===== src/rtl/fwd_pkg.sv =====
// Shared definitions for the operand-forwarding control block:
// forward-select encodings, the per-stage tag record and the tag match helper.
package fwd_pkg;

  // Architectural register-address width carried in every tag
  localparam int FWD_REG_AW = 5;

  // EX-stage forwarding mux select encodings (2'b11 is never produced)
  localparam logic [1:0] FWD_ID_EX  = 2'b00;
  localparam logic [1:0] FWD_EX_MEM = 2'b01;
  localparam logic [1:0] FWD_MEM_WB = 2'b10;

  // Destination tag of one in-flight instruction
  typedef struct packed {
    logic                  valid;
    logic [FWD_REG_AW-1:0] rd;
    logic                  regwrite;
    logic                  memread;
  } fwd_tag_t;

  // True when the tagged instruction will write register src (x0 never matches)
  function automatic logic tag_hits(input fwd_tag_t t, input logic [FWD_REG_AW-1:0] src);
    return t.valid & t.regwrite & (t.rd != '0) & (t.rd == src);
  endfunction

endpackage


===== src/rtl/fwd_tag_stage.sv =====
// One tag pipeline register: holds on hold_i, loads an all-zero bubble on
// bubble_i, otherwise captures tag_i. Reset clears the whole tag.
module fwd_tag_stage
  import fwd_pkg::*;
(
  input  logic     clk_i,
  input  logic     rst_i,
  input  logic     hold_i,
  input  logic     bubble_i,
  input  fwd_tag_t tag_i,
  output fwd_tag_t tag_o
);

  fwd_tag_t tag_q;
  fwd_tag_t tag_d;

  // Next tag: keep on hold, clear fully on bubble so no stale rd lingers
  always_comb begin
    tag_d = tag_q;
    if (!hold_i) begin
      tag_d = bubble_i ? '0 : tag_i;
    end
  end

  // Tag register with synchronous reset
  always_ff @(posedge clk_i) begin
    if (rst_i) begin
      tag_q <= '0;
    end else begin
      tag_q <= tag_d;
    end
  end

  assign tag_o = tag_q;

endmodule


===== src/rtl/fwd_hazard_ctrl.sv =====
// Forwarding / load-use hazard control for the 5-stage core.
// Tracks ID/EX, EX/MEM and MEM/WB destination tags and drives the EX operand
// forward selects and the load-use stall. Optional build macro
// FWD_RF_BYPASS_EN enables the WB-to-ID register-file bypass selects;
// without it rfbypA_o/rfbypB_o are tied low.
module fwd_hazard_ctrl
  import fwd_pkg::*;
#(
  // Must match the tag width fixed in fwd_pkg
  parameter int REG_AW = FWD_REG_AW
) (
  input  logic              clk_i,
  input  logic              rst_i,
  input  logic              hold_i,
  input  logic              flush_i,
  input  logic              id_valid_i,
  input  logic [REG_AW-1:0] id_rs1_i,
  input  logic [REG_AW-1:0] id_rs2_i,
  input  logic [REG_AW-1:0] id_rd_i,
  input  logic              id_regwrite_i,
  input  logic              id_memread_i,
  output logic [1:0]        forwardA_o,
  output logic [1:0]        forwardB_o,
  output logic              stall_o,
  output logic              rfbypA_o,
  output logic              rfbypB_o
);

  fwd_tag_t id_tag;
  fwd_tag_t idex_tag;
  fwd_tag_t exmem_tag;
  fwd_tag_t memwb_tag;
  logic     idex_bubble;
  logic     stall;

  // Index 0 is source 1 (operand A), index 1 is source 2 (operand B)
  logic [1:0][REG_AW-1:0] id_rs;
  logic [1:0][REG_AW-1:0] idex_rs_q;
  logic [1:0][REG_AW-1:0] idex_rs_d;
  logic [1:0][1:0]        fwd_sel;
  logic [1:0]             rfbyp;

  assign id_rs  = {id_rs2_i, id_rs1_i};
  assign id_tag = '{valid: 1'b1, rd: id_rd_i, regwrite: id_regwrite_i, memread: id_memread_i};

  // Load in EX whose result the ID instruction needs cannot be forwarded in time
  assign stall = id_valid_i & idex_tag.valid & idex_tag.memread & (idex_tag.rd != '0) &
                 ((idex_tag.rd == id_rs1_i) | (idex_tag.rd == id_rs2_i));

  // Stall and flush together still insert only one bubble
  assign idex_bubble = stall | flush_i | ~id_valid_i;

  fwd_tag_stage u_idex (
    .clk_i    (clk_i),
    .rst_i    (rst_i),
    .hold_i   (hold_i),
    .bubble_i (idex_bubble),
    .tag_i    (id_tag),
    .tag_o    (idex_tag)
  );

  fwd_tag_stage u_exmem (
    .clk_i    (clk_i),
    .rst_i    (rst_i),
    .hold_i   (hold_i),
    .bubble_i (1'b0),
    .tag_i    (idex_tag),
    .tag_o    (exmem_tag)
  );

  fwd_tag_stage u_memwb (
    .clk_i    (clk_i),
    .rst_i    (rst_i),
    .hold_i   (hold_i),
    .bubble_i (1'b0),
    .tag_i    (exmem_tag),
    .tag_o    (memwb_tag)
  );

  genvar gi;
  for (gi = 0; gi < 2; gi++) begin : g_src
    // Sources travel with the ID/EX tag; bubbles zero them so they match nothing
    assign idex_rs_d[gi] = hold_i      ? idex_rs_q[gi] :
                           idex_bubble ? '0            : id_rs[gi];

    // Youngest producer wins: EX/MEM before MEM/WB
    assign fwd_sel[gi] = tag_hits(exmem_tag, idex_rs_q[gi]) ? FWD_EX_MEM :
                         tag_hits(memwb_tag, idex_rs_q[gi]) ? FWD_MEM_WB : FWD_ID_EX;

`ifdef FWD_RF_BYPASS_EN
    // WB write data is passed through to the ID-stage register read
    assign rfbyp[gi] = tag_hits(memwb_tag, id_rs[gi]);
`else
    assign rfbyp[gi] = 1'b0;
`endif
  end

  // ID/EX source register fields, held and bubbled alongside the ID/EX tag
  always_ff @(posedge clk_i) begin
    if (rst_i) begin
      idex_rs_q <= '0;
    end else begin
      idex_rs_q <= idex_rs_d;
    end
  end

  // Load flags of the later stages play no part in forwarding
  logic unused_memread;
  assign unused_memread = exmem_tag.memread ^ memwb_tag.memread;

  assign forwardA_o = fwd_sel[0];
  assign forwardB_o = fwd_sel[1];
  assign stall_o    = stall;
  assign rfbypA_o   = rfbyp[0];
  assign rfbypB_o   = rfbyp[1];

endmodule


===== config.mk =====
export PLATFORM = sky130hd
export DESIGN_NAME = fwd_hazard_ctrl
export DESIGN_NICKNAME = d
export VERILOG_FILES = /design/src/rtl/fwd_pkg.sv /design/src/rtl/fwd_tag_stage.sv /design/src/rtl/fwd_hazard_ctrl.sv
export SDC_FILE = /design/constraint.sdc
export NUM_CORES = 1
export LEC_CHECK = 0
export CAP_MARGIN = 20
export CORE_AREA = 2 2 65 67
export DETAILED_ROUTE_END_ITERATION = 10
export DIE_AREA = 0 0 67 69
export GPL_ROUTABILITY_DRIVEN = 0
export PLACE_DENSITY = 0.79
export SLEW_MARGIN = 20
export SYNTH_ARGS = -nofsm -noshare
export SYNTH_HDL_FRONTEND = slang
export SYNTH_SLANG_ARGS = --single-unit
export TNS_END_PERCENT = 5

===== constraint.sdc =====
create_clock -name clk_i -period 1.7 [get_ports clk_i]
set_clock_uncertainty 0.15 [all_clocks]
set_input_delay 0.17 -clock clk_i [delete_from_list [all_inputs] [get_ports clk_i]]
set_output_delay 0.17 -clock clk_i [all_outputs]
set_load 0.02 [all_outputs]

Word level (Yosys, flattened, before mapping)
Cells that the tools add are included.
{ "totals": {"latchBits": 0, "mem_bits_rw": 0, "elab_cells": 44, "rom_bits": 0, "ff_bits": 32, "in_bits": 22, "mem_count": 0} }
{ "classes": {"div_mod_pow": 0, "n_reduce_logical": 3, "n_lt_le_gt_ge": 0, "mul": 0, "mux": 7, "n_shift": 0, "n_eq_ne": 6, "n_bitwise": 16, "addsub": 0} }
{ "ops": {"columns": ["cell", "count"], "rows": [
  ["$eq A5 B5 Y1", 6],
  ["$reduce_bool A5 Y1", 3],
  ["$and A1 B1 Y1", 12],
  ["$mux W5", 2],
  ["$mux W2", 4],
  ["$mux W8", 1],
  ["$or A1 B1 Y1", 3],
  ["$not A1 Y1", 1]
]} }

Depth between registers and ports, before layout
{ "depth": {"word_depth": 7, "depth_mapped": 6, "ltp_nobuf": 4} }

Hierarchy
From an unflattened synthesis, not the netlist that was laid out.
{ "unflattened": {"cells_unflattened": 191, "area_unflattened_um2": 1754.2} }
{ "modules_own_cells": {"columns": ["module", "cells_each", "instances", "area_per_inst_um2"], "rows": [
  ["fwd_tag_stage", 36, 3, 325.3],
  ["fwd_hazard_ctrl", 83, 1, 778.2]
]} }

Least setup slack after synthesis
Ideal clock, no wire load.
{ "synth_path": {"path_type": "register -> output", "from": "reg u_exmem.tag_q, in the netlist u_exmem.tag_o[2]", "to": "out forwardA_o[1]", "arrival_time_ns": 1.955, "n_path_buf": 0, "setup_slack_ns": -0.575, "stages_incl_launch_ff": 5, "path_cell_list": "dfxtp_1 or4_1 o211ai_1 nor4_1 nor4_1"} }
{ "synth_between": {"elab_chain_len": 4, "word_cells_on_any_way": 5} }
{ "synth_lines": {"columns": ["item", "line", "rtl"], "rows": [
  ["from (decl)", "fwd_tag_stage.sv:14", "fwd_tag_t tag_q;"],
  ["from (signal assigned)", "fwd_tag_stage.sv:30", "tag_q <= tag_d;"],
  ["$reduce_bool A5 Y1", "fwd_pkg.sv:23", "return t.valid & t.regwrite & (t.rd != '0) & (t.rd == src);"],
  ["$and A1 B1 Y1", "fwd_pkg.sv:23", null],
  ["$and A1 B1 Y1 *", "fwd_pkg.sv:23", null],
  ["$mux W2 *", "fwd_hazard_ctrl.sv:87", "assign fwd_sel[gi] = tag_hits(exmem_tag, idex_rs_q[gi]) ? FWD_EX_MEM :"],
  ["to (decl)", "fwd_hazard_ctrl.sv:22", "output logic [1:0] forwardA_o,"]
]} }
Mark *: on every way between the ends. The rest lies on a longest branch, timed or not.

Worst setup path after layout
{ "layout_path": {"from": "reg u_memwb.tag_q, in the netlist u_memwb.tag_o[4]", "to": "out forwardB_o[1]"} }
{ "layout_between": {"elab_chain_len": 5, "word_cells_on_any_way": 6} }
{ "layout_lines": {"columns": ["item", "line", "rtl"], "rows": [
  ["from (decl)", "fwd_tag_stage.sv:14", null],
  ["from (signal assigned)", "fwd_tag_stage.sv:30", null],
  ["$reduce_bool A5 Y1", "fwd_pkg.sv:23", null],
  ["$and A1 B1 Y1", "fwd_pkg.sv:23", null],
  ["$and A1 B1 Y1 *", "fwd_pkg.sv:23", null],
  ["$mux W2 *", "fwd_hazard_ctrl.sv:88", "tag_hits(memwb_tag, idex_rs_q[gi]) ? FWD_MEM_WB : FWD_ID_EX;"],
  ["$mux W2 *", "fwd_hazard_ctrl.sv:87", null],
  ["to (decl)", "fwd_hazard_ctrl.sv:23", "output logic [1:0] forwardB_o,"]
]} }
Marked as above.

==> metrics <==
outcome finished with violations; failing checks negative setup slack; CTS Hold Bufs 0; Setup violations, final 15; RSZ-0062 raised after global routing true; Synth Area per Inst 9.18 um2; Reg clk slew, reported paths 0.06 ns; DRT Pass-1 Iters 4; Die Wd 67 um; Pins Over Slew Limit 0; worst hold slack 0.336 ns; max frequency 0.460 GHz; CP startpoint kind flip-flop; async set-or-reset flop fraction in the synthesized netlist 0%; slowest CP cell or4_4; DR vias/cell 5.00; commonest cells in the netlist dfxtp_1, nand2_1, o211ai_1; period utilization 128%; Post-Syn Instances 196; Site Rows 23; number of synthesized flops with an enable pin 0; Unique masters post-synth 26; post-layout minimum cycle time 2.18 ns; total gr overflow 0; leakage 0.00112 uW; antenna violations before repair 0; R2R setup slack -0.14 ns; Post-Syn Area 1800 um2; Die Area 4620 um2; effective utilization at floorplan 46.0%; synth top area cells dfxtp_1, o211ai_1, mux2i_1, xnor2_1, nand3b_1; top_reg_cell synth dfxtp_1; Core ar. 3910 um2; Final ANT Viol Nets 0; Area Growth Syn to Fin 47.6%; H-Tree Depth 2; most common cell in the netlist dfxtp_1; reg2reg end idex_rs_q[7]; Synth top area share 35.6%; CP Max Fanout 2; Critical Path, Cell by Cell buf_4 -> xor2_1 -> or4_4 -> nor4_4 -> buf_4; Hold Vio Cnt, Final 0; GRT Total Usage 20.9%; cts bufs inserted 5; Crit Path Category flip-flop to primary output; Clock Tree Buf Depth 2; required time of the critical path 1.38 ns; Clock Sink Count 32; Power Density 716 nW/um2; Hold Path Cell Cnt 2; die height 69 um; register area share after synthesis 35.6%; IO buf count 26; DRT Wirelength 4360 um; reg2reg path depth 5; DP Worst Slack -0.691 ns; Final nets 292; Post-DP HPWL 3310 um; I/O pin total 29; # DRC 0; HP Class flip-flop to flip-flop; most frequent CP cell buf_4; wire length per cell 13.6 um; cell family with most CP delay simple AND/OR/NAND/NOR gates; worst path arrival time 1.86 ns; first-pass GRT wire length 7360 um; largest net degree at the start of global routing 34; maxcap violations 0; Vias 1604; Synth area leader dfxtp_1; CTS tree yes; worst-skew pair later-pin latency 0.29 ns; final core occ 67.8%; hold endpoint u_idex.tag_o[3]; worst path bufs/invs 2; Synth Warn # 0; vias in the first global route 1607; Critical Path Max Stage Delay 0.55 ns; critical path capture point type primary output; Initial DRC Count 47; min-delay src u_idex.tag_o[3]; layout cells sized above 1 30.3%; Root Driver clkbuf_8; setup ws final -0.476 ns; Antenna Cells 0; peak supply drop 0.000504 V; Critical R2R Launch u_idex.tag_o[2]; Yosys reg bits 32
[worst reg2reg max path, stage by stage, from the launching register on]
cell and delay (ns):
dfxtp_2 0.34, or4_4 0.53, o2111ai_4 0.22, buf_8 0.19, or2b_1 0.24, o211ai_1 0.09
[cells by family after synthesis]
kind of cell	after synthesis	share of synthesized area [%]
other cells	1	0.208
xor+xnor	30	14.6
flops	32	35.6
compound gates	24	11.5
mux	14	7.79
buf+inv	12	3.55
simple gates	83	26.7
[registers in the layout (all words and copies together) (netlist names)]
name	flops
u_exmem.tag_o	7
u_memwb.tag_o	7
u_idex.tag_o	8
idex_rs_q	10
[what timing repair did]
action                     4_1_cts  5_1_grt
pin swaps                       13        2
gates cloned                     0        0
buffers inserted                 0        1
gates resized for setup         25        7
setup endpoints to repair       23       23
[placed cells by master (no fill, tap or decap), drive strengths merged]
master,count
clkdlybuf4s50,21
nor4,4
nor2b,2
nand2b,8
bufinv,1
nand3b,17
nor3b,1
o2111ai,1
o211ai,19
or2b,9
mux2i,14
clkbuf,8
a21oi,2
nor2,14
dfxtp,32
a211oi,1
or4,5
o22ai,1
xor2,14
nand2,19
conb,2
xnor2,16
nand3,4
buf,56
[worst max-delay path by stage]
| stage | startpoint | to | depth (start not counted) |
|---|---|---|---|
| after CTS | u_memwb.tag_o[4] | forwardB_o[1] | 5 |
| final | u_memwb.tag_o[4] | forwardB_o[1] | 5 |
| after global routing | u_exmem.tag_o[2] | forwardA_o[1] | 6 |
| after global placement | u_memwb.tag_o[3] | forwardB_o[1] | 5 |
| after detailed placement | u_memwb.tag_o[3] | forwardA_o[1] | 5 |
| after floorplan | u_exmem.tag_o[2] | forwardA_o[1] | 4 |
[cell type report]
cell class                 count  area (um2)
clock buffer                   7        96.3
clock inverter                 1        30.0
fill                         317        1260
multi-input combinational    153        1170
sequential                    32         647
tap                           50        62.6
timing repair buffer          78         653
[metrics by stage]
step	power (uW)	TNS, ns	instances	cell area [um2]
after floorplan	963	-0.375	197	1850
after global placement	1100	-4.79	312	2510
after detailed placement	1110	-5.83	312	2510
after CTS	1920	-3.28	320	2640
after global routing	1980	-4.27	321	2660
final	1900	-2.87	321	2660
[power breakdown]
group	total [uW]	leakage, uW	switching (uW)	internal [uW]
logic	300	0.000794	132	168
registers	799	0.000262	23.3	776
clock network	801	0.0000645	284	517
total	1900	0.00112	440	1460
[routing by layer]
metal	global-route usage [%]	share of wire (%)
met5	0	0
met4	5.44	0.85
met3	5.22	3.2
met2	35.8	51
met1	25.7	45
No activity file was read; power rests on OpenSTA's default activity.
